<file path="config.mk">
export PLATFORM = sky130hd
export DESIGN_NAME = tstate_sequencer
export DESIGN_NICKNAME = d
export VERILOG_FILES = /design/src/rtl/cpu_seq_pkg.sv /design/src/rtl/int_pending.sv /design/src/rtl/tstate_sequencer.sv
export SDC_FILE = /design/constraint.sdc
export NUM_CORES = 1
export LEC_CHECK = 0
export ABC_AREA = 0
export CORE_UTILIZATION = 60
export CTS_CLUSTER_SIZE = 10
export DETAILED_ROUTE_END_ITERATION = 8
export DONT_BUFFER_PORTS = 1
export PLACE_DENSITY = 0.75
export SLEW_MARGIN = 0
export SYNTH_ARGS = -nofsm -noshare
export SYNTH_HDL_FRONTEND = slang
export SYNTH_SLANG_ARGS = --single-unit
</file>
<file path="constraint.sdc">
create_clock -name clk -period 2.7 [get_ports clk]
set_clock_uncertainty 0.1 [all_clocks]
set_input_delay 0.135 -clock clk [delete_from_list [all_inputs] [get_ports clk]]
set_output_delay 0.135 -clock clk [all_outputs]
set_load 0.005 [all_outputs]
</file>
<file path="src/rtl/cpu_seq_pkg.sv">
// +------------------------------------------------------------------+
// | cpu_seq_pkg : shared timing-state, interrupt-code and opcode      |
// | constants for the T-state sequencer.          Rev 1.0             |
// +------------------------------------------------------------------+
`default_nettype none

package cpu_seq_pkg;

    typedef enum logic [6:0] {
        T0 = 7'b0000001,
        T1 = 7'b0000010,
        T2 = 7'b0000100,
        T3 = 7'b0001000,
        T4 = 7'b0010000,
        T5 = 7'b0100000,
        T6 = 7'b1000000
    } tstate_e;

    localparam logic [2:0] c_int_none = 3'b000;
    localparam logic [2:0] c_int_irq  = 3'b001;
    localparam logic [2:0] c_int_nmi  = 3'b010;
    localparam logic [2:0] c_int_rst  = 3'b100;

    localparam logic [7:0] c_op_brk   = 8'h00;

endpackage

`default_nettype wire

</file>
<file path="src/rtl/int_pending.sv">
// +------------------------------------------------------------------+
// | int_pending : NMI edge capture, IRQ qualification and RST>NMI>IRQ |
// | priority encode.                              Rev 1.0             |
// +------------------------------------------------------------------+
`default_nettype none

module int_pending
    import cpu_seq_pkg::*;
(
    input  logic       clk,
    input  logic       rst_n,
    input  logic       i_adv,
    input  logic       i_run,
    input  logic       i_take,
    input  logic       i_nmi_n,
    input  logic       i_irq_n,
    input  logic       i_flag,
    output logic       o_pend,
    output logic [2:0] o_code
);

    logic r_rst_pend;
    logic r_nmi_pend;
    logic r_nmi_cap;
    logic r_nmi_prev;
    logic w_nmi_edge;
    logic w_irq_req;

    assign w_nmi_edge = i_adv & r_nmi_prev & ~i_nmi_n;
    assign w_irq_req  = ~i_irq_n & ~i_flag;

    always_comb begin
        o_code = c_int_none;
        if (r_rst_pend) begin
            o_code = c_int_rst;
        end else if (r_nmi_pend) begin
            o_code = c_int_nmi;
        end else if (w_irq_req) begin
            o_code = c_int_irq;
        end
    end

    assign o_pend = (o_code != c_int_none);

    // An NMI edge seen while stalled is parked in r_nmi_cap so nmi_pend itself holds.
    always_ff @(posedge clk or negedge rst_n) begin
        if (!rst_n) begin
            r_rst_pend <= 1'b1;
            r_nmi_pend <= 1'b0;
            r_nmi_cap  <= 1'b0;
            r_nmi_prev <= 1'b1;
        end else begin
            if (i_adv) begin
                r_nmi_prev <= i_nmi_n;
            end
            if (i_adv && i_run) begin
                if (i_take && (o_code == c_int_rst)) begin
                    r_rst_pend <= 1'b0;
                end
                r_nmi_pend <= (r_nmi_pend & ~(i_take & (o_code == c_int_nmi)))
                            | w_nmi_edge | r_nmi_cap;
                r_nmi_cap  <= 1'b0;
            end else if (w_nmi_edge) begin
                r_nmi_cap  <= 1'b1;
            end
        end
    end

endmodule

`default_nettype wire

</file>
<file path="src/rtl/tstate_sequencer.sv">
// +------------------------------------------------------------------+
// | tstate_sequencer : two-phase clock and one-hot T-state sequencer  |
// | with forced-BRK interrupt entry. Option: TSEQ_RDY_STALL_EN. Rev 1.0|
// +------------------------------------------------------------------+
`default_nettype none

module tstate_sequencer
    import cpu_seq_pkg::*;
(
    input  logic       clk,
    input  logic       rst_n,
    input  logic [7:0] opcode_in,
    input  logic       last_cycle,
    input  logic       rdy,
    input  logic       irq_n,
    input  logic       nmi_n,
    input  logic       i_flag,
    output logic       phi1,
    output logic       phi2,
    output logic [6:0] T,
    output logic [7:0] OP,
    output logic [7:0] prevOP,
    output logic [2:0] activeInt,
    output logic       sync,
    output logic       seq_err
);

    logic       r_phase;
    tstate_e    r_t;
    logic [7:0] r_op;
    logic [7:0] r_prev_op;
    logic [2:0] r_active_int;
    logic       r_seq_err;

    tstate_e    w_t_nxt;
    logic [7:0] w_op_nxt;
    logic [7:0] w_prev_nxt;
    logic [2:0] w_int_nxt;
    logic       w_err_nxt;
    logic       w_take;
    logic       w_run;
    logic       w_step;
    logic       w_pend;
    logic [2:0] w_code;

`ifdef TSEQ_RDY_STALL_EN
    assign w_run = rdy;
`else
    // rdy is ignored in this build; the OR only keeps the port read.
    assign w_run = rdy | 1'b1;
`endif

    assign w_step = r_phase & w_run;

    int_pending u_int_pending (
        .clk     (clk),
        .rst_n   (rst_n),
        .i_adv   (r_phase),
        .i_run   (w_run),
        .i_take  (w_take),
        .i_nmi_n (nmi_n),
        .i_irq_n (irq_n),
        .i_flag  (i_flag),
        .o_pend  (w_pend),
        .o_code  (w_code)
    );

    always_comb begin
        w_t_nxt    = r_t;
        w_op_nxt   = r_op;
        w_prev_nxt = r_prev_op;
        w_int_nxt  = r_active_int;
        w_err_nxt  = r_seq_err;
        w_take     = 1'b0;
        if (w_step) begin
            if (last_cycle) begin
                w_t_nxt    = T1;
                w_prev_nxt = r_op;
                w_int_nxt  = c_int_none;
            end else begin
                case (r_t)
                    T1: begin
                        w_t_nxt   = T2;
                        w_take    = 1'b1;
                        w_op_nxt  = w_pend ? c_op_brk : opcode_in;
                        w_int_nxt = w_code;
                    end
                    T2:      w_t_nxt   = T3;
                    T3:      w_t_nxt   = T4;
                    T4:      w_t_nxt   = T5;
                    T5:      w_t_nxt   = T6;
                    T6:      w_err_nxt = 1'b1;
                    default: w_t_nxt   = T1;
                endcase
            end
        end
    end

    always_ff @(posedge clk or negedge rst_n) begin
        if (!rst_n) begin
            r_phase      <= 1'b0;
            r_t          <= T1;
            r_op         <= c_op_brk;
            r_prev_op    <= c_op_brk;
            r_active_int <= c_int_rst;
            r_seq_err    <= 1'b0;
        end else begin
            r_phase      <= ~r_phase;
            r_t          <= w_t_nxt;
            r_op         <= w_op_nxt;
            r_prev_op    <= w_prev_nxt;
            r_active_int <= w_int_nxt;
            r_seq_err    <= w_err_nxt;
        end
    end

    assign phi1      = ~r_phase;
    assign phi2      = r_phase;
    assign T         = r_t;
    assign OP        = r_op;
    assign prevOP    = r_prev_op;
    assign activeInt = r_active_int;
    assign sync      = (r_t == T1);
    assign seq_err   = r_seq_err;

endmodule

`default_nettype wire

</file>
; ---- Word-level counts from Yosys, hierarchy flattened
; Index checks and enable logic that the tools add are counted.
[op_classes]
n_eq_ne = 9
n_mux = 13
n_bitwise = 13
reduce_logical = 10
[ops]
columns = cell, count
row1 = $pmux 7 s6, 1
row2 = $mux 3, 4
row3 = $mux 8, 1
row4 = $reduce_and 2->1, 4
row5 = $eq 7x2->1 const B, 1
row6 = $eq 7x3->1 const B, 1
row7 = $eq 7x4->1 const B, 1
row8 = $eq 7x5->1 const B, 1
row9 = $eq 7x6->1 const B, 1
row10 = $eq 7x7->1 const B, 1
row11 = $mux 7, 1
row12 = $mux 1, 6
row13 = $not 1->1, 6
row14 = $reduce_and 3->1, 2
row15 = $and 1x1->1, 5
row16 = $reduce_bool 2->1, 2
row17 = $eq 3x2->1 const B, 1
row18 = $eq 3x3->1 const B, 1
row19 = $reduce_bool 3->1, 1
row20 = $ne 2x2->1 const B, 1
row21 = $or 1x1->1, 2
row22 = $logic_and 1x1->1, 1
[word_totals]
elab_cells = 55
regBits = 32
in_bits = 15
output_inout_bits = 30

; ---- Depth between registers and ports, before layout
; Gate-level depths: netlist (run 1).
[logic_depth]
word_depth = 11
ltp_mapped = 5
mapped_depth_nobuf = 3

; ---- Cells and area by module
; A second synthesis (run 1) with hierarchy kept.
[unflattened]
hier_cells = 127
hier_area_um2 = 1445.1
[by_module_without_submodules]
columns = mod, cells_per_inst, area_per_inst_um2, seq_area_each_um2, instances
row1 = tstate_sequencer, 108, 1246.2, 678.2, 1
row2 = int_pending, 19, 198.9, 102.6, 1

; ---- Least setup slack after synthesis (run 1)
; Ideal clock, no wire load.
[synth_path]
path_type = register to register
startpoint = register r_t[1] (netlist: T[1])
endpoint = register r_op[0] (netlist: OP[0])
setup_ps = 125
setup_slack_ps = 684
path_buffers = 0
stages_incl_launch_ff = 4
required_ps = 2475
arrival_time_ps = 1791
period_less_slack_ps = 2016
cell_sequence = dfstp_2 or4b_4 nor3_4 mux2_2
[synth_between]
elab_chain_cells = 2
[synth_lines]
columns = element, line_no
row1 = from (decl), tstate_sequencer.sv:29  ; tstate_e r_t;
row2 = from (signal assigned), tstate_sequencer.sv:109  ; r_t <= w_t_nxt;
row3 = $eq 7x2->1, tstate_sequencer.sv:81  ; case (r_t)
row4 = $reduce_and 3->1 (no source line), n/a
row5 = to (signal assigned), tstate_sequencer.sv:103  ; r_op <= c_op_brk;
row6 = to (signal assigned), tstate_sequencer.sv:110  ; r_op <= w_op_nxt;
row7 = to (decl), tstate_sequencer.sv:30  ; logic [7:0] r_op;
; No other way between the ends.
; A chain may end at the register's enable or synchronous reset.

; ---- Worst setup path in the final report (run 1)
[layout_path]
startpoint = register r_t[1] (netlist: T[1])
endpoint = register r_op[2] (netlist: OP[2])
; The elaborated chain is that of the path after synthesis.

==> out/metrics.csv, run 1 <==
stage;metric;value;unit
clocking;clkSinkCount;31;
drt;drc_errors;0;
grt;grt_usage;25.1;%
drt;first_iter_violations;14;
placed_design;dpl-instance-area;1430;µm²
timing;fmax;453;MHz
yosys;synth_enable_flop_cells;0;
clocking;clock_path_buffers;2;
drt;routed_wl;2810;µm
setup_path;reg2regPathDepth;3;
clocking;clk_pin_slew;0.09;ns
min_path;min_to;OP[2];
power;powerDensity;831;nW/µm²
drt;routed-via-count;969;
drt;routed_via_density;6.17;
placed_design;gp_congestion;0.774;
timing;slew_viol_final;0;
yosys;ys_seq_area_share;55.2;%
cells_and_area;finalCoreUtilization;73.0;%
yosys;ys.warnings.count;0;
cells_and_area;seqCellArea;781;µm²
setup_path;cp-end-kind;register;
placed_design;dp_cells;138;
die;die_w;50.6;µm
run_status;status;completed;
placed_design;port_buffers;0;
yosys;ys_types;36;
clocking;tritoncts;built;
cells_and_area;multiInputGateArea;591;µm²
timing;final-setup-viol-count;0;
clocking;post_cts_buffers;0;
run;maxCapViolCount;0;
die;core_area;2210;µm²
power;leakage;0.739;nW
die;initial_utilization;64.0;%
min_path;min_delay_path_depth;2;
timing;max-slew-margin-rel;66.7;%
timing;worst_pin_slew;0.492;ns
setup_path;r2r_end;OP[2];
power;peakVddDrop;643;µV
setup_path;rrSetupSlack;0.49;ns
min_path;holdCritStartpoint;opcode_in[2];
die;io_pins;45;
grt;grt_first_pass_wirelength;4490;µm
clocking;htree_levels;2;
cells_and_area;fin_nets;143;
min_path;hold_class;in -> reg;
yosys;syn-mean-instance-area;12.3;µm²
cells_and_area;drive_above_1_share;28.7;%
yosys;synth_ff_type;dfrtp_1;
cells_and_area;diodes;0;
setup_path;worstSetupPathType;reg -> reg;
timing;fin_crit;2.21;ns
timing;rsz0062_at_grt;no;
clocking;clk_latency;0.33;ns
timing;fin_setup_tns;0;ns
placed_design;dp_hpwl;1840;µm
yosys;netlist_instances;115;
yosys;ys_seq_elements;31;
drt;final_antenna_net_count;0;
cells_and_area;stdcell_count;157;
cells_and_area;n_fill_cell;170;
setup_path;worstPathMaxFanout;10;
setup_path;critPathLaunchType;register;
timing;fin_crit_sh;81.7;%
grt;grt_start_max_net_pins;32;
die;placementRows;17;
grt;antenna_found_initial;0;
setup_path;cp.arrival;2.32;ns
drt;routedWlPerCell;17.9;µm
clocking;cts-resized-gates;0;
grt;grt_overflow;0;
die;dieHeight;50.6;µm
clocking;cts_hold_buf;11;
clocking;cts-root-buf;clkbuf_4;
timing;hold_viol;0;
drt;drtPass1Iterations;4;
grt;grt_pass1_vias;992;
cells_and_area;fin_area;1610;µm²
die;die-area;2560;µm²
setup_path;timing.rr.start;T[1];
clocking;cts_buffers;5;
yosys;syn_nets;130;
power;total_power;0.00134;W
setup_path;required;2.81;ns
yosys;synth_area;1420;µm²
cells_and_area;syn_to_final_growth;14.1;%
yosys;synth-async-reset-ratio;100;%
[layout make-up]
type	instances	area share [%]
clock buffers	8	4.26
inverters	5	1.16
well taps	28	2.17
repair buffers	11	7.44
multi-input cells	74	36.6
flip-flops and latches	31	48.4
[cell usage in the layout, fill, tap and decap left out, drive strengths merged, types with 2 or more instances in the layout]
| cell type | n |
|---|---|
| a211oi | 2 |
| a21oi | 4 |
| a221o | 3 |
| and3 | 8 |
| clkbuf | 8 |
| dfrtp | 27 |
| dfstp | 4 |
| dlygate4sd3 | 10 |
| inv | 4 |
| mux2 | 17 |
| nand2 | 3 |
| nand2b | 6 |
| nor2 | 4 |
| nor3 | 2 |
| nor3b | 2 |
| nor4b | 3 |
| o41ai | 2 |
| or2 | 2 |
| or4 | 2 |
[synth_stat cells, types with 2 or more instances]
| master | n | area (µm²) |
|---|---|---|
| dfrtp_1 | 27 | 676 |
| a211oi_1 | 2 | 15.0 |
| nand2_1 | 3 | 11.3 |
| inv_1 | 4 | 15.0 |
| clkbuf_1 | 2 | 7.51 |
| buf_2 | 2 | 10.0 |
| a21oi_1 | 4 | 20.0 |
| nor3b_1 | 2 | 15.0 |
| a221o_1 | 3 | 30.0 |
| o41ai_1 | 2 | 17.5 |
| nor2_1 | 4 | 15.0 |
| nand2b_1 | 6 | 37.5 |
| mux2_2 | 17 | 191 |
| nor4b_1 | 3 | 26.3 |
| or2_2 | 2 | 12.5 |
| dfstp_2 | 4 | 105 |
| or4_2 | 2 | 17.5 |
| and3_1 | 8 | 50.1 |
[metal layers]
layer / vias to the layer above / track usage (%) / part of all wire (%)
met1: 486 / 29.4 / 43
met3: 6 / 9.09 / 5.1
met4: 0 / 11.1 / 1.0
met5: - / 0 / 0
li1: 447 / - / -
met2: 30 / 41.1 / 51
[critical path, cell delays in order, from the launching register on]
cell	delay (ns)
dfstp_2	0.62
or4b_4	0.52
nor3_4	0.45
mux2_2	0.39
[stage by stage]
stage / hold WS (ns) / setup slack [ns]
floorplan: -0.261 / 0.684
global placement: -0.260 / 0.537
detailed placement: -0.260 / 0.506
CTS: 0.00276 / 0.481
global route: 0.0107 / 0.433
finish: 0.0273 / 0.495
[power by group]
group	internal, W	switching, W	total [W]
Sequential	0.000598	0.000130	0.000728
Combinational	0.000176	0.000133	0.000309
Clock	0.000153	0.000151	0.000304
[how the worst max path moves through the flow]
| stage | from | to | slack, ns | cells past startpoint |
|---|---|---|---|---|
| floorplan | T[1] | OP[0] | 0.68 | 3 |
| global placement | T[1] | OP[6] | 0.54 | 3 |
| detailed placement | T[1] | OP[6] | 0.51 | 3 |
| CTS | T[1] | OP[2] | 0.48 | 3 |
| global route | T[1] | OP[2] | 0.43 | 3 |
| finish | T[1] | OP[2] | 0.49 | 3 |
[registers in the layout, indices dropped and copies added (netlist names)]
name,cells
OP,8
prevOP,8
T,6
activeInt,3
phi2,1
seq_err,1
u_int_pending.r_nmi_cap,1
u_int_pending.r_nmi_pend,1
u_int_pending.r_nmi_prev,1
u_int_pending.r_rst_pend,1
[cell families (layout without fill, tap and decap cells)]
kind of cell | count (synthesis) | count (layout) | synth area share [%]
AO/OA/AOI/OAI | 19 | 19 | 10.3
XOR/XNOR | 1 | 1 | 0.619
buffers and inverters | 10 | 24 | 3.09
flip-flops | 31 | 31 | 55.2
multiplexers | 17 | 17 | 13.5
other | 1 | 1 | 0.265
AND/OR/NAND/NOR | 36 | 36 | 17.1
(Power assumes the default switching activity.)
==> run 2, diff against run 1 <==
==> constraint.sdc (replaced) <==
create_clock -name clk -period 2.1 [get_ports clk]
set_clock_uncertainty 0.1 [all_clocks]
set_input_delay 0.105 -clock clk [delete_from_list [all_inputs] [get_ports clk]]
set_output_delay 0.105 -clock clk [all_outputs]
set_load 0.005 [all_outputs]
==> out/metrics.csv, run 2 (synthesis gave the netlist of run 1 again) <==
stage;metric;value;unit
clocking;cts-resized-gates;0;
drt;routedWlPerCell;16.7;µm
cells_and_area;syn_to_final_growth;17.5;%
timing;max-slew-margin-rel;66.7;%
die;initial_utilization;64.0;%
grt;grt_pass1_vias;1019;
setup_path;required;2.21;ns
timing;layout_setup_ws;0.123;ns
drt;drtPass1Iterations;4;
setup_path;cp.arrival;2.09;ns
grt;grt_usage;25.8;%
cells_and_area;diodes;0;
clocking;clock_path_buffers;2;
timing;final-setup-viol-count;0;
power;peakVddDrop;714;µV
clocking;htree_levels;2;
drt;met2_length;1400;µm
die;io_pins;45;
placed_design;dpl_worst_slack;0.137;ns
cells_and_area;drive_above_1_share;30.9;%
clocking;clk_pin_slew;0.09;ns
drt;first_iter_violations;10;
setup_path;worstSetupPathType;reg -> reg;
timing;slew_viol_final;0;
cells_and_area;final_common_cell;dfrtp_1;
timing;worst_pin_slew;0.492;ns
min_path;hold_class;in -> reg;
timing;hold_viol;0;
drt;drc_errors;0;
clocking;post_cts_buffers;0;
run_status;status;completed;
timing;fmax;506;MHz
cells_and_area;final_cell_mix;dfrtp_1, mux2_2, dlygate4sd3_1, and3_1, nand2b_1;
setup_path;rrSetupSlack;0.12;ns
placed_design;port_buffers;0;
clocking;cts-root-buf;clkbuf_4;
setup_path;worstPathMaxFanout;9;
setup_path;cp-end-kind;register;
power;total_power;0.00169;W
placed_design;dp_hpwl;1850;µm
cells_and_area;finalCoreUtilization;75.2;%
die;die_w;50.6;µm
die;placementRows;17;
timing;fin_crit_sh;94.2;%
drt;routed_wl;2730;µm
grt;grt_first_pass_wirelength;4670;µm
timing;whs;0.0215;ns
clocking;tritoncts;built;
grt;antenna_found_initial;0;
drt;routed_via_density;6.15;
clocking;cts_hold_buf;12;
power;leakage;0.767;nW
die;die-area;2560;µm²
drt;wl_met3;127;µm
clocking;clk_latency;0.33;ns
power;powerDensity;1020;nW/µm²
run;maxCapViolCount;0;
placed_design;gp_congestion;0.775;
timing;rsz0062_at_grt;no;
setup_path;critPathLaunchType;register;
timing;fin_crit;1.98;ns
drt;routed.top_layer;met4;
setup_path;reg2regPathDepth;4;
cells_and_area;fin_nets;150;
timing;fin_setup_tns;0;ns
drt;wl_met1;1140;µm
die;dieHeight;50.6;µm
min_path;min_delay_path_depth;2;
grt;grt_overflow;0;
clocking;clkSinkCount;31;
clocking;cts_buffers;5;
die;core_area;2210;µm²
grt;grt_start_max_net_pins;32;
drt;routed-via-count;1009;
drt;final_antenna_net_count;0;
[run 2: cell count changes in the layout (fill, tap and decap cells not counted), sizes merged]
cell,before,now
clkbuf,8,7
clkinv,1,2
dlygate4sd3,10,11
buf,1,7
[run 2: power by group]
part           internal, W  total (W)  switching, W
Clock             0.000130   0.000319      0.000189
Combinational     0.000264   0.000470      0.000206
Sequential        0.000769   0.000904      0.000135
Total              0.00116    0.00169      0.000530
[run 2: critical path: stages (launching register included)]
cell and delay (ns):
dfstp_2 0.53, or4b_4 0.50, nor3_4 0.24, buf_12 0.16, mux2_2 0.34
[run 2: layout make-up]
class | instances | area [µm²]
clock inverter | 1 | 5.00
tap | 28 | 35.0
fill | 162 | 549
timing repair buffer | 18 | 188
clock buffer | 7 | 45.0
inverter | 5 | 18.8
sequential | 31 | 781
multi-input combinational | 74 | 591
[run 2: final timing paths]
path                             from                  endpoint
setup / recovery                 T[1]                     OP[2]
hold reg to reg               seq_err                   seq_err
hold / removal             last_cycle              activeInt[2]
setup reg to reg                 T[1]                     OP[2]
max in group asynchronous       rst_n  u_int_pending.r_rst_pend
min in group asynchronous       rst_n  u_int_pending.r_nmi_pend
[run 2: metal layers]
layer,up-vias,GRT usage [%]
li1,467,-
met1,499,31.0
met2,32,41.1
met3,11,7.27
met4,0,15.3
met5,-,0
[run 2: stage by stage]
stage | std cells | cell area [µm²]
finish | 164 | 1660
CTS | 164 | 1660
floorplan | 115 | 1420
global route | 164 | 1660
detailed placement | 144 | 1480
global placement | 144 | 1480
==> run 3, diff against run 2 <==
--- a/config.mk
+++ b/config.mk
@@ -6,11 +6,11 @@
 export NUM_CORES = 1
 export LEC_CHECK = 0
 export ABC_AREA = 0
-export CORE_UTILIZATION = 60
+export CORE_UTILIZATION = 61
 export CTS_CLUSTER_SIZE = 10
 export DETAILED_ROUTE_END_ITERATION = 8
 export DONT_BUFFER_PORTS = 1
-export PLACE_DENSITY = 0.75
+export PLACE_DENSITY = 0.76
 export SLEW_MARGIN = 0
 export SYNTH_ARGS = -nofsm -noshare
 export SYNTH_HDL_FRONTEND = slang
==> out/metrics.csv, run 3 (synthesis gave the netlist of run 1 again) <==
stage;metric;value;unit
setup_path;worstPathMaxFanout;10;
timing;rsz0062_at_grt;no;
cells_and_area;fin_nets;150;
min_path;hold_class;in -> reg;
setup_path;cp-end-kind;register;
timing;fin_crit;1.99;ns
setup_path;required;2.22;ns
die;core_area;2190;µm²
grt;grt_start_max_net_pins;32;
grt;grt_first_pass_wirelength;4730;µm
clocking;clkSinkCount;31;
cells_and_area;diodes;0;
drt;drtPass1Iterations;4;
clocking;clk_latency;0.33;ns
drt;routed_wl;2810;µm
cells_and_area;syn_to_final_growth;19.2;%
timing;fin_crit_sh;94.9;%
drt;final_antenna_net_count;0;
clocking;cts-root-buf;clkbuf_4;
timing;max-slew-margin-rel;58.2;%
power;peakVddDrop;738;µV
setup_path;critPathLaunchType;register;
cells_and_area;drive_above_1_share;32.4;%
timing;slew_viol_final;0;
grt;grt_pass1_vias;1057;
cells_and_area;fin_area;1690;µm²
drt;routed_via_density;6.09;
grt;antenna_found_initial;0;
setup_path;slowest_stage;dfstp_2;
clocking;htree_levels;2;
power;powerDensity;1100;nW/µm²
placed_design;dp_hpwl;1900;µm
timing;hold_viol;0;
run;maxCapViolCount;0;
setup_path;cpPeakStageDelay;0.54;ns
timing;worst_pin_slew;0.618;ns
die;io_pins;45;
placed_design;gp_congestion;0.786;
die;die-area;2520;µm²
clocking;cts-resized-gates;0;
setup_path;cp.arrival;2.11;ns
clocking;clock_path_buffers;2;
drt;routedWlPerCell;17.1;µm
placed_design;port_buffers;0;
run_status;status;completed;
cells_and_area;n_fill_cell;143;
setup_path;rrSetupSlack;0.11;ns
power;leakage;0.782;nW
timing;final-setup-viol-count;0;
setup_path;worstSetupPathType;reg -> reg;
die;dieHeight;50.2;µm
placed_design;dpl-instance-area;1470;µm²
timing;fin_setup_tns;0;ns
clocking;tritoncts;built;
cells_and_area;final_cell_mix;dfrtp_1, mux2_2, dlygate4sd3_1, and3_1;
timing;fmax;502;MHz
drt;drc_errors;0;
cells_and_area;seqCellArea;781;µm²
grt;grt_usage;26.6;%
cells_and_area;final_common_cell;dfrtp_1;
clocking;clk_pin_slew;0.11;ns
drt;first_iter_violations;20;
die;placementRows;17;
cells_and_area;multiInputGateArea;591;µm²
drt;routed-via-count;998;
setup_path;cpLargestDelayFamily;simple AND/OR/NAND/NOR gates;
grt;grt_overflow;0;
setup_path;path_buf_inv;1;
clocking;cts_buffers;5;
die;initial_utilization;64.6;%
die;die_w;50.2;µm
setup_path;cp_cell_sequence;or4b_4 > nor3_4 > buf_4 > mux2_2;
-- run 3: changes by cell type in the layout (fill, tap and decap cells not counted), sizes merged --
cell and change:
bufinv +1, clkbuf -1
-- run 3: worst paths after layout --
check	end	cells past startpoint	from
worst max-delay path	OP[5]	4	T[1]
worst min-delay path	activeInt[2]	2	last_cycle
worst max register to register	OP[5]	4	T[1]
worst min register to register	u_int_pending.r_nmi_cap	1	u_int_pending.r_nmi_cap
max in group asynchronous	u_int_pending.r_rst_pend	2	rst_n
min in group asynchronous	seq_err	2	rst_n
-- run 3: area by class of cell --
class	count	share of cell area [%]
clock inverter	2	2.08
inverter	5	1.11
timing repair buffer	18	10.4
tap	28	2.08
clock buffer	6	3.04
multi-input combinational	74	35.0
sequential	31	46.3
-- run 3: power breakdown --
part / internal [W] / leakage [nW] / switching, W
clock: 0.000281 / 0.0482 / 0.000208
sequential: 0.000768 / 0.393 / 0.000139
combinational: 0.000251 / 0.341 / 0.000209
-- run 3: metal layers --
metal	track usage [%]	routed length [µm]
met1	29.7	1140
met2	43.1	1440
met3	11.8	175
met4	12.9	54
met5	0	0
-- run 3: through the flow --
step | cells | hold slack (ns) | worst slack [ns] | util [%] | total power, W
2_1_floorplan | 115 | -0.291 | 0.0839 | - | 0.00123
3_3_place_gp | 144 | -0.290 | 0.171 | 67.1 | 0.00131
3_5_place_dp | 144 | -0.290 | 0.136 | 67.1 | 0.00135
4_1_cts | 164 | 0.00123 | 0.112 | 77.0 | 0.00187
5_1_grt | 164 | 0.00581 | 0.0566 | 77.0 | 0.00195
6_report | 164 | 0.0129 | 0.107 | 77.0 | 0.00186
-- run 3: worst reg2reg max path, cell delays in order, from the launching register on --
cell,delay (ns)
dfstp_2,0.54
or4b_4,0.49
nor3_4,0.18
buf_4,0.22
mux2_2,0.35
-- run 3: repair_timing --
item	CTS	global route
buffers inserted	0	0
endpoints found under the hold margin	42	0
hold buffers	12	0
